===== src/rtl/axis_out_dw_keep.sv =====
`default_nettype none
// ============================================================================
// Module   : axis_out_dw_keep
// Purpose  : AXI-Stream output down-converter with per-beat word masking.
//            Buffers one wide beat of S_WORDS words and emits it as
//            ceil(popcount(s_keep)/M_WORDS) narrow beats of M_WORDS words.
//            A beat with no kept words and no s_last is consumed silently.
//            A beat with no kept words and s_last emits one empty last beat.
// Ports    : aclk, rst          clock / synchronous active-high reset
//            s_valid/s_ready    wide input handshake
//            s_data/s_keep      input words (word 0 in LSBs), thermometer keep
//            s_last/s_user      end of packet / sideband
//            m_valid/m_ready    narrow output handshake
//            m_data/m_keep      output chunk words and per-word valid
//            m_last/m_user      end of packet / latched sideband
// Revision : 1.0 - initial release
// ============================================================================
module axis_out_dw_keep #(
    parameter int WORD_WIDTH = 32,
    parameter int S_WORDS    = 8,
    parameter int M_WORDS    = 2,
    parameter int USER_WIDTH = 8
) (
    input  logic                          aclk,
    input  logic                          rst,
    input  logic                          s_valid,
    output logic                          s_ready,
    input  logic [S_WORDS*WORD_WIDTH-1:0] s_data,
    input  logic [S_WORDS-1:0]            s_keep,
    input  logic                          s_last,
    input  logic [USER_WIDTH-1:0]         s_user,
    output logic                          m_valid,
    input  logic                          m_ready,
    output logic [M_WORDS*WORD_WIDTH-1:0] m_data,
    output logic [M_WORDS-1:0]            m_keep,
    output logic                          m_last,
    output logic [USER_WIDTH-1:0]         m_user
);

    localparam int c_CHUNKS = S_WORDS / M_WORDS;
    localparam int c_IDX_W  = (c_CHUNKS > 1) ? $clog2(c_CHUNKS) : 1;
    // One extra bit so that the chunk count can hold c_CHUNKS itself.
    localparam int c_CNT_W  = c_IDX_W + 1;
    localparam int c_POP_W  = $clog2(S_WORDS + 1);
    localparam int c_MW     = M_WORDS * WORD_WIDTH;

    generate
        if ((M_WORDS < 1) || (S_WORDS % M_WORDS != 0)) begin : g_ratio_check
            $error("axis_out_dw_keep: S_WORDS must be an integer multiple of M_WORDS");
        end
    endgenerate

    logic [S_WORDS*WORD_WIDTH-1:0] r_data;
    logic [S_WORDS-1:0]            r_keep;
    logic                          r_last;
    logic [USER_WIDTH-1:0]         r_user;
    logic                          r_full;
    logic [c_IDX_W-1:0]            r_idx;
    logic [c_CNT_W-1:0]            r_n_chunks;

    logic [c_POP_W-1:0]            w_pop;
    logic [c_CNT_W-1:0]            w_n_chunks;
    logic [c_CNT_W-1:0]            w_idx_ext;
    logic                          w_last_chunk;
    logic                          w_load;
    logic                          w_adv;
    logic [c_MW-1:0]               w_chunk_data;
    logic [M_WORDS-1:0]            w_chunk_keep;

    // Chunk count is popcount based, so a malformed (non-thermometer) keep
    // still yields a bounded number of output beats.
    always_comb begin
        w_pop = '0;
        for (int i = 0; i < S_WORDS; i++) begin
            w_pop = w_pop + c_POP_W'(s_keep[i]);
        end
    end

    always_comb begin
        w_n_chunks = '0;
        if (w_pop == '0) begin
            // An empty last beat still has to deliver the packet boundary.
            w_n_chunks = s_last ? c_CNT_W'(1) : '0;
        end else begin
            w_n_chunks = c_CNT_W'((int'(w_pop) + M_WORDS - 1) / M_WORDS);
        end
    end

    assign w_idx_ext    = {1'b0, r_idx};
    assign w_last_chunk = ((w_idx_ext + c_CNT_W'(1)) == r_n_chunks);

    // The final-chunk handshake frees the buffer in the same cycle, so the
    // next beat can load without a bubble.
    assign s_ready = ~rst & (~r_full | (m_ready & w_last_chunk));
    assign w_load  = s_valid & s_ready;
    assign w_adv   = r_full & m_ready;

    always_ff @(posedge aclk) begin
        if (rst) begin
            r_data     <= '0;
            r_keep     <= '0;
            r_last     <= 1'b0;
            r_user     <= '0;
            r_full     <= 1'b0;
            r_idx      <= '0;
            r_n_chunks <= '0;
        end else if (w_load) begin
            r_data     <= s_data;
            r_keep     <= s_keep;
            r_last     <= s_last;
            r_user     <= s_user;
            r_full     <= (w_n_chunks != '0);
            r_idx      <= '0;
            r_n_chunks <= w_n_chunks;
        end else if (w_adv) begin
            if (w_last_chunk) begin
                r_full <= 1'b0;
                r_idx  <= '0;
            end else begin
                r_idx  <= r_idx + c_IDX_W'(1);
            end
        end
    end

    generate
        if (c_CHUNKS == 1) begin : g_single
            assign w_chunk_data = r_data;
            assign w_chunk_keep = r_keep;
        end else begin : g_multi
            logic [c_MW-1:0]    w_data_arr [c_CHUNKS];
            logic [M_WORDS-1:0] w_keep_arr [c_CHUNKS];
            for (genvar g = 0; g < c_CHUNKS; g++) begin : g_chunk
                assign w_data_arr[g] = r_data[g*c_MW +: c_MW];
                assign w_keep_arr[g] = r_keep[g*M_WORDS +: M_WORDS];
            end
            assign w_chunk_data = w_data_arr[r_idx];
            assign w_chunk_keep = w_keep_arr[r_idx];
        end
    endgenerate

    assign m_valid = r_full;
    assign m_data  = w_chunk_data;
    assign m_keep  = w_chunk_keep;
    assign m_last  = r_full & r_last & w_last_chunk;
    assign m_user  = r_user;

endmodule
`default_nettype wire

===== config.mk =====
export PLATFORM = sky130hd
export DESIGN_NAME = axis_out_dw_keep
export DESIGN_NICKNAME = d
export VERILOG_FILES = /design/src/rtl/axis_out_dw_keep.sv
export SDC_FILE = /design/constraint.sdc
export NUM_CORES = 1
export LEC_CHECK = 0
export CORE_MARGIN = 2
export CORE_UTILIZATION = 40
export CTS_CLUSTER_SIZE = 20
export DETAILED_ROUTE_END_ITERATION = 12
export HOLD_SLACK_MARGIN = 0.06
export MAX_ROUTING_LAYER = met4
export PLACE_DENSITY = 0.69
export SYNTH_ARGS = -nofsm -noshare
export SYNTH_HDL_FRONTEND = slang
export SYNTH_SLANG_ARGS = --single-unit

===== constraint.sdc =====
create_clock -name aclk -period 10.2 [get_ports aclk]
set_clock_uncertainty 0.1 [all_clocks]
set_input_delay 1.53 -clock aclk [delete_from_list [all_inputs] [get_ports aclk]]
set_output_delay 1.53 -clock aclk [all_outputs]
set_load 0.02 [all_outputs]

* After elaboration in Yosys (flattened, before gate mapping)
Cells that the tools add are included.
Cells by class: $add $sub $neg 12, order comparisons 1, equal/unequal tests 1, muxes and demuxes 12, bitwise operators 11, reductions and logical operators 6
Operator list (number):
- 64-bit binary-select mux with 2-bit select | 1
- 64-bit two-way mux | 2
- 4-bit by 1-bit adder with 4-bit output | 4
- 1-bit bitwise AND | 7
- 2-bit two-way mux | 3
- 5-bit by 1-bit subtractor with 6-bit output (second input constant) | 1
- 4-bit by 2-bit adder with 5-bit output (second input constant) | 1
- 3-bit by 1-bit adder with 4-bit output | 1
- 2-bit binary-select mux with 2-bit select | 1
- 4-bit zero test | 1
- 1-bit two-way mux | 4
- 2-bit nonzero test | 2
- 2-bit by 1-bit adder with 3-bit output | 1
- 2-bit by 1-bit adder with 3-bit output (second input constant) | 1
- 3-bit by 1-bit adder with 3-bit output | 1
- 3-bit == test | 1
- 3-bit >= comparator (second input constant) | 1
- 3-bit two-way mux | 1
- 2-bit inverter with 3-bit output | 1
- 3-bit nonzero test | 1
- 1-bit by 1-bit adder with 2-bit output | 1
- 2-bit by 1-bit adder with 2-bit output (second input constant) | 1
- 1-bit inverter | 2
- 2-bit AND reduction | 1
- 2 further kinds | 2
Storage, ports and cells: bits in registers 279, input port bits 277, output and inout port bits 77, logic and storage cells 50

* Logic depth before layout (Yosys ltp)
Gate-level depths: netlist of the first run.
word-level depth 14, depth in mapped cells 13, mapped depth without buffers 13

* Least setup slack after synthesis of the first run
OpenSTA, ideal clock, no wires.
path type input -> register, start point in s_keep[0], end point reg r_full (netlist: m_valid), setup time 0.081 ns, arrival 4.777 ns, required time 10.019 ns, path slack 5.242 ns, stages 13, path buffers 0, cells stage by stage fa_1 -> inv_1 -> fa_1 -> fa_1 -> inv_1 -> ha_1 -> fa_1 -> inv_1 -> ha_1 -> or3b_2 -> nand3_1 -> o21ai_0 -> a41oi_1
On the way: word-level cells in the longest chain between the ends 14, elaborated cells between the ends (all ways) 15, those cells by class add/sub: 10; mux: 2; bitwise: 1; reduce/logical: 2
RTL lines:
- start: declaration | line 29 | input logic [S_WORDS-1:0] s_keep,
- 1-bit by 1-bit adder with 2-bit output (*) | line 75 | w_pop = w_pop + c_POP_W'(s_keep[i]);
- 2-bit by 1-bit adder with 3-bit output (*) | line 75
- 3-bit by 1-bit adder with 4-bit output (*) | line 75
- 4-bit by 1-bit adder with 4-bit output (*) (4 in a row) | line 75
- 4-bit by 2-bit adder with 5-bit output | line 85 | w_n_chunks = c_CNT_W'((int'(w_pop) + M_WORDS - 1) / M_WORDS);
- 5-bit by 1-bit subtractor with 6-bit output | line 85
- 1-bit bitwise AND (no source line)
- 3-bit by 1-bit adder with 3-bit output (no source line)
- 3-bit two-way mux (*) | line 81 | if (w_pop == '0) begin
- 3-bit nonzero test (*) | line 112 | r_full <= (w_n_chunks != '0);
- 1-bit two-way mux (*) | line 107 | end else if (w_load) begin
- end signal: assignment | line 112
- end: declaration | line 57 | logic r_full;
Every way passes the cells marked *; elsewhere a longest branch is shown, timed or not. A chain may end at the register's enable or synchronous reset.

* Worst setup path after layout of the first run
start point reg r_idx[0], end point out m_last
On the way: word-level cells in the longest chain between the ends 3
RTL lines:
- start: declaration | line 58 | logic [c_IDX_W-1:0] r_idx;
- start signal: assignment | line 120 | r_idx <= r_idx + c_IDX_W'(1);
- 2-bit by 1-bit adder with 3-bit output | line 90 | assign w_last_chunk = ((w_idx_ext + c_CNT_W'(1)) == r_n_chunks);
- 3-bit == test | line 90
- 1-bit bitwise AND | line 144 | assign m_last = r_full & r_last & w_last_chunk;
- end: declaration | line 36 | output logic m_last,
No other way between the ends.

==> results.cfg, run 1 <==
[run_status]
status = finished clean

[setup_path]
cp_slowest_cell = dfxtp_4
crit_required_ns = 8.57
path_cells = buf_4 > ha_1 > xnor2_1 > nand3_1 > nor2_1 > clkdlybuf4s50_1
cp_slowest_stage_delay_ns = 0.82
cp_top_family = buffers and inverters
cp.arrival_ns = 3.90
crit_path_start_kind = flop
critPathBufInv = 2
crit_type = reg -> out
cp_max_fo = 39
end_kind = output port

[synthesis]
ys_warn_count = 0
synth_flop_cell = dfxtp_1
synth_largest_area_cell = dfxtp_1
netlist.area_leader.share_pct = 45.5
synth_area_leaders = dfxtp_1 (45%), nand2b_1 (14%), mux4_2 (12%), o21ai_0 (11%), nand2_1 (8.5%)
synth.net_count = 1633
syn_avg_cell_area_um2 = 9.12
synth_area_mm2 = 0.0123
synthCells = 1346
ys_async_sr_fraction_pct = 0
synth-seq-area-share_pct = 45.5
synthDistinctLibCells = 35
synth_seq_cells = 279
synth_edf_count = 0

[clock_tree]
post_cts_buffers = 0
h-tree-depth = 1
post_cts_resized = 0
clock-root-buffer = clkbuf_16
cts_buffers = 31
holdBufCountCts = 0
cts_tree = done
worstSkewPairLatency_ns = 0.55
path_clk_slew_ns = 0.06
clkSinkCount = 279
cts_buffer_depth = 3

[placed_design]
place_hpwl_mm = 21.1
gp_congestion = 0.798
placement.io_buffers = 353

[detailed_routing]
wire_per_inst_um = 15.7
drtAntennaViolNets = 0
num_vias = 9951
drt_iter0_drc = 647
drt-total-wl_mm = 32.2
viasPerCell = 4.86
first_pass_iters = 4
drc = 0

[die]
die_x_um = 179
start_util_pct = 40.3
num_rows = 64
die_height_um = 179
dieArea_mm2 = 0.0321
core_area_mm2 = 0.0304
io_pins = 354

[timing]
post-route-min-period_ns = 5.53
fmax_mhz = 181
grt_setup_unrepaired = false
period_share_pct = 54.3
tns_ns = 0
hold_viol = 0
setup_viol = 0
worst_pin_slew_ns = 1.34
final_max_slew_viol_count = 0
slew_headroom_pct = 10.4

[global_routing]
grt_pass1_vias = 9721
grt_usage_pct = 19.8
antenna_found_initial = 1
grt_max_degree = 308
gr-total-overflow = 0
grt_first_pass_wirelength_mm = 49.9

[worst_hold_path]
hold_class = reg -> reg

[run]
maxCapViolations = 0

[final_layout]
n_fill_cell = 2760
nNetsFinal = 1915
syn2layout_area_growth_pct = 36.5
fin_util_pct = 55.1
drive_gt1_share_pct = 7.45

[power_and_ir_drop]
p_leak_uw = 0.00589
p_per_area_mw_per_mm2 = 205
peakVddDrop_v = 0.000139
==> registers in the layout (all words and copies together) (netlist names) <==
signal / flops
m_user: 8
r_last: 1
r_n_chunks: 3
r_data: 256
m_valid: 1
r_idx: 2
r_keep: 8
==> per-stage QoR <==
| stage | setup WS, ns | cells | hold slack, ns | power, µW | area, µm² |
|---|---|---|---|---|---|
| 2_1_floorplan | 5.24 | 1346 | 0.346 | 2050 | 12300 |
| 3_3_place_gp | 4.57 | 1991 | 0.356 | 2400 | 15800 |
| 3_5_place_dp | 4.57 | 1991 | 0.359 | 2420 | 15800 |
| 4_1_cts | 4.51 | 2048 | 0.371 | 3480 | 16800 |
| 5_1_grt | 4.30 | 2049 | 0.383 | 3630 | 16800 |
| 6_report | 4.67 | 2049 | 0.369 | 3430 | 16800 |
==> cell families (layout without fill, tap and decap cells) <==
kind of cell             Yosys count  in the layout  share of synthesized area [%]
multiplexers                      67             67                           12.2
AO/OA/AOI/OAI                    296            296                           12.4
AND/OR/NAND/NOR                  567            567                           23.2
buffers and inverters            124            430                           5.09
adder cells (fa/ha/maj)           10             10                           1.26
XOR/XNOR                           3              3                          0.275
flip-flops                       279            279                           45.5
other                              0              1                              0
==> worst min-delay path, stage by stage, from the launching register on <==
cell and delay (ns):
dfxtp_1 0.30, nand2b_1 0.06, o21ai_0 0.06
==> cells in the final DEF, fill, tap and decap left out, types with 2 or more instances in the layout <==
cell | Yosys | final
a21oi_1 | 5 | 5
a31oi_1 | 2 | 2
a41oi_1 | 2 | 2
and3b_1 | 3 | 3
buf_4 | 4 | 4
clkbuf_1 | 52 | 12
clkbuf_16 | 0 | 31
clkbuf_8 | 0 | 5
clkdlybuf4s50_1 | 0 | 352
clkinv_2 | 0 | 6
clkinv_4 | 0 | 2
dfxtp_1 | 279 | 277
dfxtp_4 | 0 | 2
fa_1 | 4 | 4
ha_1 | 6 | 6
inv_1 | 15 | 15
mux4_2 | 66 | 66
nand2_1 | 277 | 277
nand2b_1 | 276 | 276
nand3_1 | 2 | 2
nor2_1 | 4 | 4
o211ai_1 | 3 | 3
o21ai_0 | 277 | 277
xnor2_1 | 2 | 2
==> per-layer routing <==
metal | track usage, % | share of wire, % | wire length, µm
met5 | - | 0 | 0
met4 | 5.41 | 2.8 | 885
met3 | 3.90 | 6.2 | 1980
met2 | 31.8 | 47 | 15000
met1 | 25.6 | 44 | 14300
==> final cells by class <==
class,instances,area (µm²),share of cell area (%)
Multi-Input combinational cell,943,6080,36.3
Sequential cell,279,5590,33.4
Timing Repair Buffer,358,3580,21.4
Clock buffer,48,890,5.31
Tap cell,396,495,2.96
Inverter,15,56.3,0.336
Clock inverter,9,55.1,0.329
Antenna cell,1,2.50,0.0149
==> power breakdown <==
group	switching, µW	internal [µW]	total, µW
clock network	440	597	1040
logic	465	488	953
registers	132	1310	1440
total	1040	2390	3430
==> worst paths after layout <==
| path | start | slack [ns] | cells past startpoint | to |
|---|---|---|---|---|
| worst min register to register | r_data[191] | 0.37 | 2 | r_data[191] |
| worst max-delay path | r_idx[0] | 4.67 | 6 | m_last |
| worst min-delay path | r_data[191] | 0.37 | 2 | r_data[191] |
| worst max register to register | r_idx[0] | 5.22 | 6 | r_data[4] |
==> synth_stat cells (3+ instances only) <==
cell type and n:
a21oi_1 5, and3b_1 3, buf_1 3, buf_2 37, buf_4 4, buf_6 13
clkbuf_1 52, dfxtp_1 279, fa_1 4, ha_1 6, inv_1 15, mux4_2 66
nand2_1 277, nand2b_1 276, nor2_1 4, o211ai_1 3, o21ai_0 277
Power figures use the tool's default switching activity.
==> run 2, diff against run 1 <==
==> constraint.sdc (replaced) <==
create_clock -name aclk -period 5.5 [get_ports aclk]
set_clock_uncertainty 0.1 [all_clocks]
set_input_delay 0.825 -clock aclk [delete_from_list [all_inputs] [get_ports aclk]]
set_output_delay 0.825 -clock aclk [all_outputs]
set_load 0.02 [all_outputs]
==> results.cfg, run 2 (synthesized netlist as in run 1, its figures left out) <==
[run_status]
status = finished clean

[power_and_ir_drop]
p_leak_uw = 0.00594
peakVddDrop_v = 0.000270
total_power_uw = 6500
p_per_area_mw_per_mm2 = 385

[die]
io_pins = 354
num_rows = 64
start_util_pct = 40.3
die_height_um = 179
dieArea_mm2 = 0.0321
die_x_um = 179
core_area_mm2 = 0.0304

[timing]
hold_viol = 0
worst_pin_slew_ns = 1.01
setup_viol = 0
period_share_pct = 81.0
slew_headroom_pct = 32.9
fmax_mhz = 225
fin_hold_ws_ns = 0.368
final_max_slew_viol_count = 0
post-route-min-period_ns = 4.45
tns_ns = 0
grt_setup_unrepaired = false

[final_layout]
regMostFlops = r_data
nNetsFinal = 1916
drive_gt1_share_pct = 7.92
n_fill_cell = 2770
final_cell_mix = clkdlybuf4s50_1 (352), nand2_1 (277), o21ai_0 (277), dfxtp_1 (277), nand2b_1 (276)
layout_commonest_cell = clkdlybuf4s50_1
syn2layout_area_growth_pct = 37.4
largest_reg_flops = 256
diodes = 0

[placed_design]
placement.io_buffers = 353
gp_congestion = 0.828
place_hpwl_mm = 21.6

[detailed_routing]
drt-total-wl_mm = 32.7
viasPerCell = 4.86
first_pass_iters = 6
num_vias = 9955
drtAntennaViolNets = 0
drc = 0
drt_iter0_drc = 663
wire_per_inst_um = 15.9

[global_routing]
met1_usage_pct = 24.9
antenna_found_initial = 0
grt_usage_pct = 20.1
gr-total-overflow = 0
grt_first_pass_wirelength_mm = 50.2
grt_max_degree = 195
use_met3_pct = 4.37
grt_busiest_layer = met2
grt_use_met2_pct = 33.4
grt_pass1_vias = 9753

[clock_tree]
cts_tree = done
clock-root-buffer = clkbuf_16
cts_buffer_depth = 3
clkSinkCount = 279
holdBufCountCts = 0
cts_buffers = 31
h-tree-depth = 1
path_clk_slew_ns = 0.06
post_cts_buffers = 0
worstSkewPairLatency_ns = 0.56
post_cts_resized = 0

[setup_path]
crit-reg2reg-launch = r_idx[0]
crit_type = in -> reg
cp_slowest_stage_delay_ns = 0.56
path_cells = clkdlybuf4s50_1 > fa_1 > inv_1 > fa_1 > fa_1 > inv_1 > ha_1 > fa_1 > inv_1 > ha_1 > or3b_2 > nand3_1 > o21ai_0 > a41oi_1
cp_max_fo = 5
crit_path_start_kind = input pin
end_kind = flop
crit_path_start = s_keep[0]
cp.arrival_ns = 4.83
cp_slowest_cell = fa_1
crit_required_ns = 5.88
path_common_cell = fa_1

[worst_hold_path]
min_from = r_data[249]
hold_class = reg -> reg

[run]
maxCapViolations = 0
## run 2: final timing paths
path                  to  slack [ns]  cells past startpoint
max              m_valid        1.05                     14
min reg2reg  r_data[249]        0.37                      2
max reg2reg  r_data[111]        2.21                      5
min          r_data[249]        0.37                      2
## run 2: layer usage
metal | vias to the layer above | part of all wire (%)
met2 | 229 | 48
li1 | 5060 | -
met1 | 4631 | 44
met3 | 35 | 6.2
met5 | - | 0
met4 | 0 | 1.6
## run 2: report_power, final
group | switching [µW] | internal, µW | leakage, µW
logic | 873 | 915 | 0.00314
registers | 243 | 2430 | 0.00230
clock network | 842 | 1200 | 0.000502
## run 2: area by class of cell
cell class	count	area [µm²]	share of cell area [%]
multi-input cells	943	6080	36.0
flip-flops and latches	279	5590	33.2
repair buffers	359	3630	21.5
clock buffers	42	867	5.14
well taps	396	495	2.94
clock inverters	16	143	0.846
inverters	15	56.3	0.334
## run 2: metrics by stage
stage	setup WS [ns]	cells	area [µm²]	util (%)
final	1.05	2050	16900	55.4
after global routing	0.999	2050	16900	55.4
after CTS	1.10	2050	16900	55.4
after detailed placement	0.518	1992	15900	52.1
after global placement	0.612	1992	15900	52.1
after floorplan	1.25	1346	12300	-
## run 2: worst max-delay path: cells and delay by family
family	cells	cell delay, ns
adders and majority gates	6	2.55
AOI/OAI and AO/OA	2	0.27
and+or+nand+nor	2	0.57
buffers and inverters	4	0.61
==> run 3, diff against run 2 <==
--- a/config.mk
+++ b/config.mk
@@ -11,7 +11,7 @@
 export DETAILED_ROUTE_END_ITERATION = 12
 export HOLD_SLACK_MARGIN = 0.06
 export MAX_ROUTING_LAYER = met4
-export PLACE_DENSITY = 0.69
+export PLACE_DENSITY = 0.72
 export SYNTH_ARGS = -nofsm -noshare
 export SYNTH_HDL_FRONTEND = slang
 export SYNTH_SLANG_ARGS = --single-unit
==> constraint.sdc (replaced) <==
create_clock -name aclk -period 3.8 [get_ports aclk]
set_clock_uncertainty 0.1 [all_clocks]
set_input_delay 0.57 -clock aclk [delete_from_list [all_inputs] [get_ports aclk]]
set_output_delay 0.57 -clock aclk [all_outputs]
set_load 0.02 [all_outputs]
==> results.cfg, run 3 (synthesized netlist as in run 1, its figures left out) <==
[setup_path]
path_cells = clkbuf_2 > fa_1 > inv_1 > fa_1 > fa_1 > inv_1 > ha_4 > fa_1 > inv_2 > ha_4 > and3b_1 > a31oi_1 > o211ai_1 > a41oi_1
path_depth = 14
cp_slowest_cell = fa_1
cp_max_fo = 5
critPathBufInv = 4
cp.arrival_ns = 4.00
crit_path_start_kind = input pin
ff2ff_path_depth = 5
path_common_cell = fa_1
crit_type = in -> reg
cp_slowest_stage_delay_ns = 0.57
cp_top_family = adder cells
crit_required_ns = 4.13
end_kind = flop

[final_layout]
drive_gt1_share_pct = 9.00
seqCellArea_mm2 = 0.00559
largest_reg_flops = 256
n_fill_cell = 2716
syn2layout_area_growth_pct = 38.7
fin_cells = 2064
regMostFlops = r_data
multi_input_area_mm2 = 0.00612
nNetsFinal = 1928
final_cell_mix = clkdlybuf4s50_1 (349), nand2_1 (277), o21ai_0 (277), dfxtp_1 (277), nand2b_1 (276)
fin_util_pct = 56.0
layout_commonest_cell = clkdlybuf4s50_1

[placed_design]
dp.cells = 2001
place_hpwl_mm = 21.5
placement.io_buffers = 353
gp_congestion = 0.817

[power_and_ir_drop]
p_leak_uw = 0.00602
p_per_area_mw_per_mm2 = 565
internal_power_uw = 6740
pwr-share-comb_pct = 27.9
power_frac_seq_pct = 39.7
sw_frac_of_total_pct = 30.0
p_clk_share_pct = 32.4
p_sw_uw = 2880
peakVddDrop_v = 0.000275

[worst_hold_path]
hold_class = in -> reg
min_path_cells = 3

[detailed_routing]
drt-total-wl_mm = 32.3
wire_per_inst_um = 15.7
drt_iter0_drc = 559
drc = 0
drtAntennaViolNets = 0
viasPerCell = 4.88
first_pass_iters = 4
num_vias = 10100

[timing]
post-route-min-period_ns = 3.67
setup_viol = 0
worst_pin_slew_ns = 1.21
fmax_mhz = 272
period_share_pct = 96.6
fin_hold_ws_ns = 0.243
hold_viol = 0
final_max_slew_viol_count = 0
slew_headroom_pct = 19.3

[clock_tree]
worstSkewPairLatency_ns = 0.50
cts_buffer_depth = 3
h-tree-depth = 2
cts_buffers = 34
path_clk_slew_ns = 0.06
clock-root-buffer = clkbuf_16
post_cts_buffers = 0
cts_tree = done
clkSinkCount = 279

[die]
num_rows = 64
start_util_pct = 40.3
die_height_um = 179
core_area_mm2 = 0.0304
io_pins = 354
die_x_um = 179
dieArea_mm2 = 0.0321

[global_routing]
gr-total-overflow = 0
grt_pass1_vias = 9946
grt_first_pass_wirelength_mm = 50.2
grt_max_degree = 231
antenna_found_initial = 2
grt_usage_pct = 20.0

[run]
maxCapViolations = 0

[run_status]
status = finished clean
run 3: cell types whose count changed in the layout (fill, tap and decap cells not counted), sizes merged:
cell           previous run  this run
inv                      17        18
clkbuf                   42        54
clkdlybuf4s50           352       349
diode                     0         2
clkinv                   10         5
bufinv                    2         0
buf                       7        16
run 3: power groups by stage:
stage	Combinational, µW	Clock (µW)	Sequential, µW
after CTS	2700	3210	3820
after floorplan	1730	0	3790
after global routing	2950	3320	3890
final	2690	3120	3820
after detailed placement	2690	0	3870
after global placement	2640	0	3850
run 3: routing by layer:
layer / GRT usage, % / part of all wire, % / vias up
li1: - / - / 5089
met1: 24.6 / 44 / 4673
met2: 32.5 / 47 / 255
met3: 4.30 / 6.0 / 65
met4: 7.46 / 3.3 / 0
met5: - / 0 / -
run 3: layout make-up:
| cell class | count | area share (%) |
|---|---|---|
| repair buffers | 368 | 21.5 |
| well taps | 396 | 2.91 |
| multi-input cells | 943 | 35.9 |
| diodes | 2 | 0.0294 |
| clock inverters | 10 | 0.478 |
| inverters | 15 | 0.331 |
| clock buffers | 51 | 5.96 |
| flip-flops and latches | 279 | 32.8 |
run 3: path summary, 6_finish.rpt:
path,start,endpoint,slack [ns]
hold / removal,s_keep[1],r_keep[1],0.24
setup / recovery,s_keep[1],m_valid,0.13
setup reg to reg,r_idx[1],r_data[114],1.10
hold reg to reg,r_data[150],r_data[150],0.37
run 3: per-stage QoR:
step,power (µW),setup slack [ns],TNS [ns],cell area (µm²)
finish,9620,0.130,0,17000
global route,10200,-0.00345,-0.00345,17000
CTS,9730,0.0604,0,17000
detailed placement,6560,-0.739,-2.72,15900
global placement,6490,-0.700,-2.53,15900
floorplan,5520,-0.0637,-0.116,12300
run 3: timing repair:
| action | in CTS | in global routing |
|---|---|---|
| hold buffers | 0 | 0 |
| gates resized for setup | 4 | 9 |
| pin swaps | 4 | 8 |
| setup endpoints to repair | 4 | 2 |
run 3: worst register-to-register path, delay by kind of cell (launching register included):
kind / cells / cell delay [ns]
compound gates: 2 / 0.67
buf+inv: 1 / 0.59
flops: 1 / 0.58
fa+ha+maj: 1 / 0.33
xor+xnor: 1 / 0.27
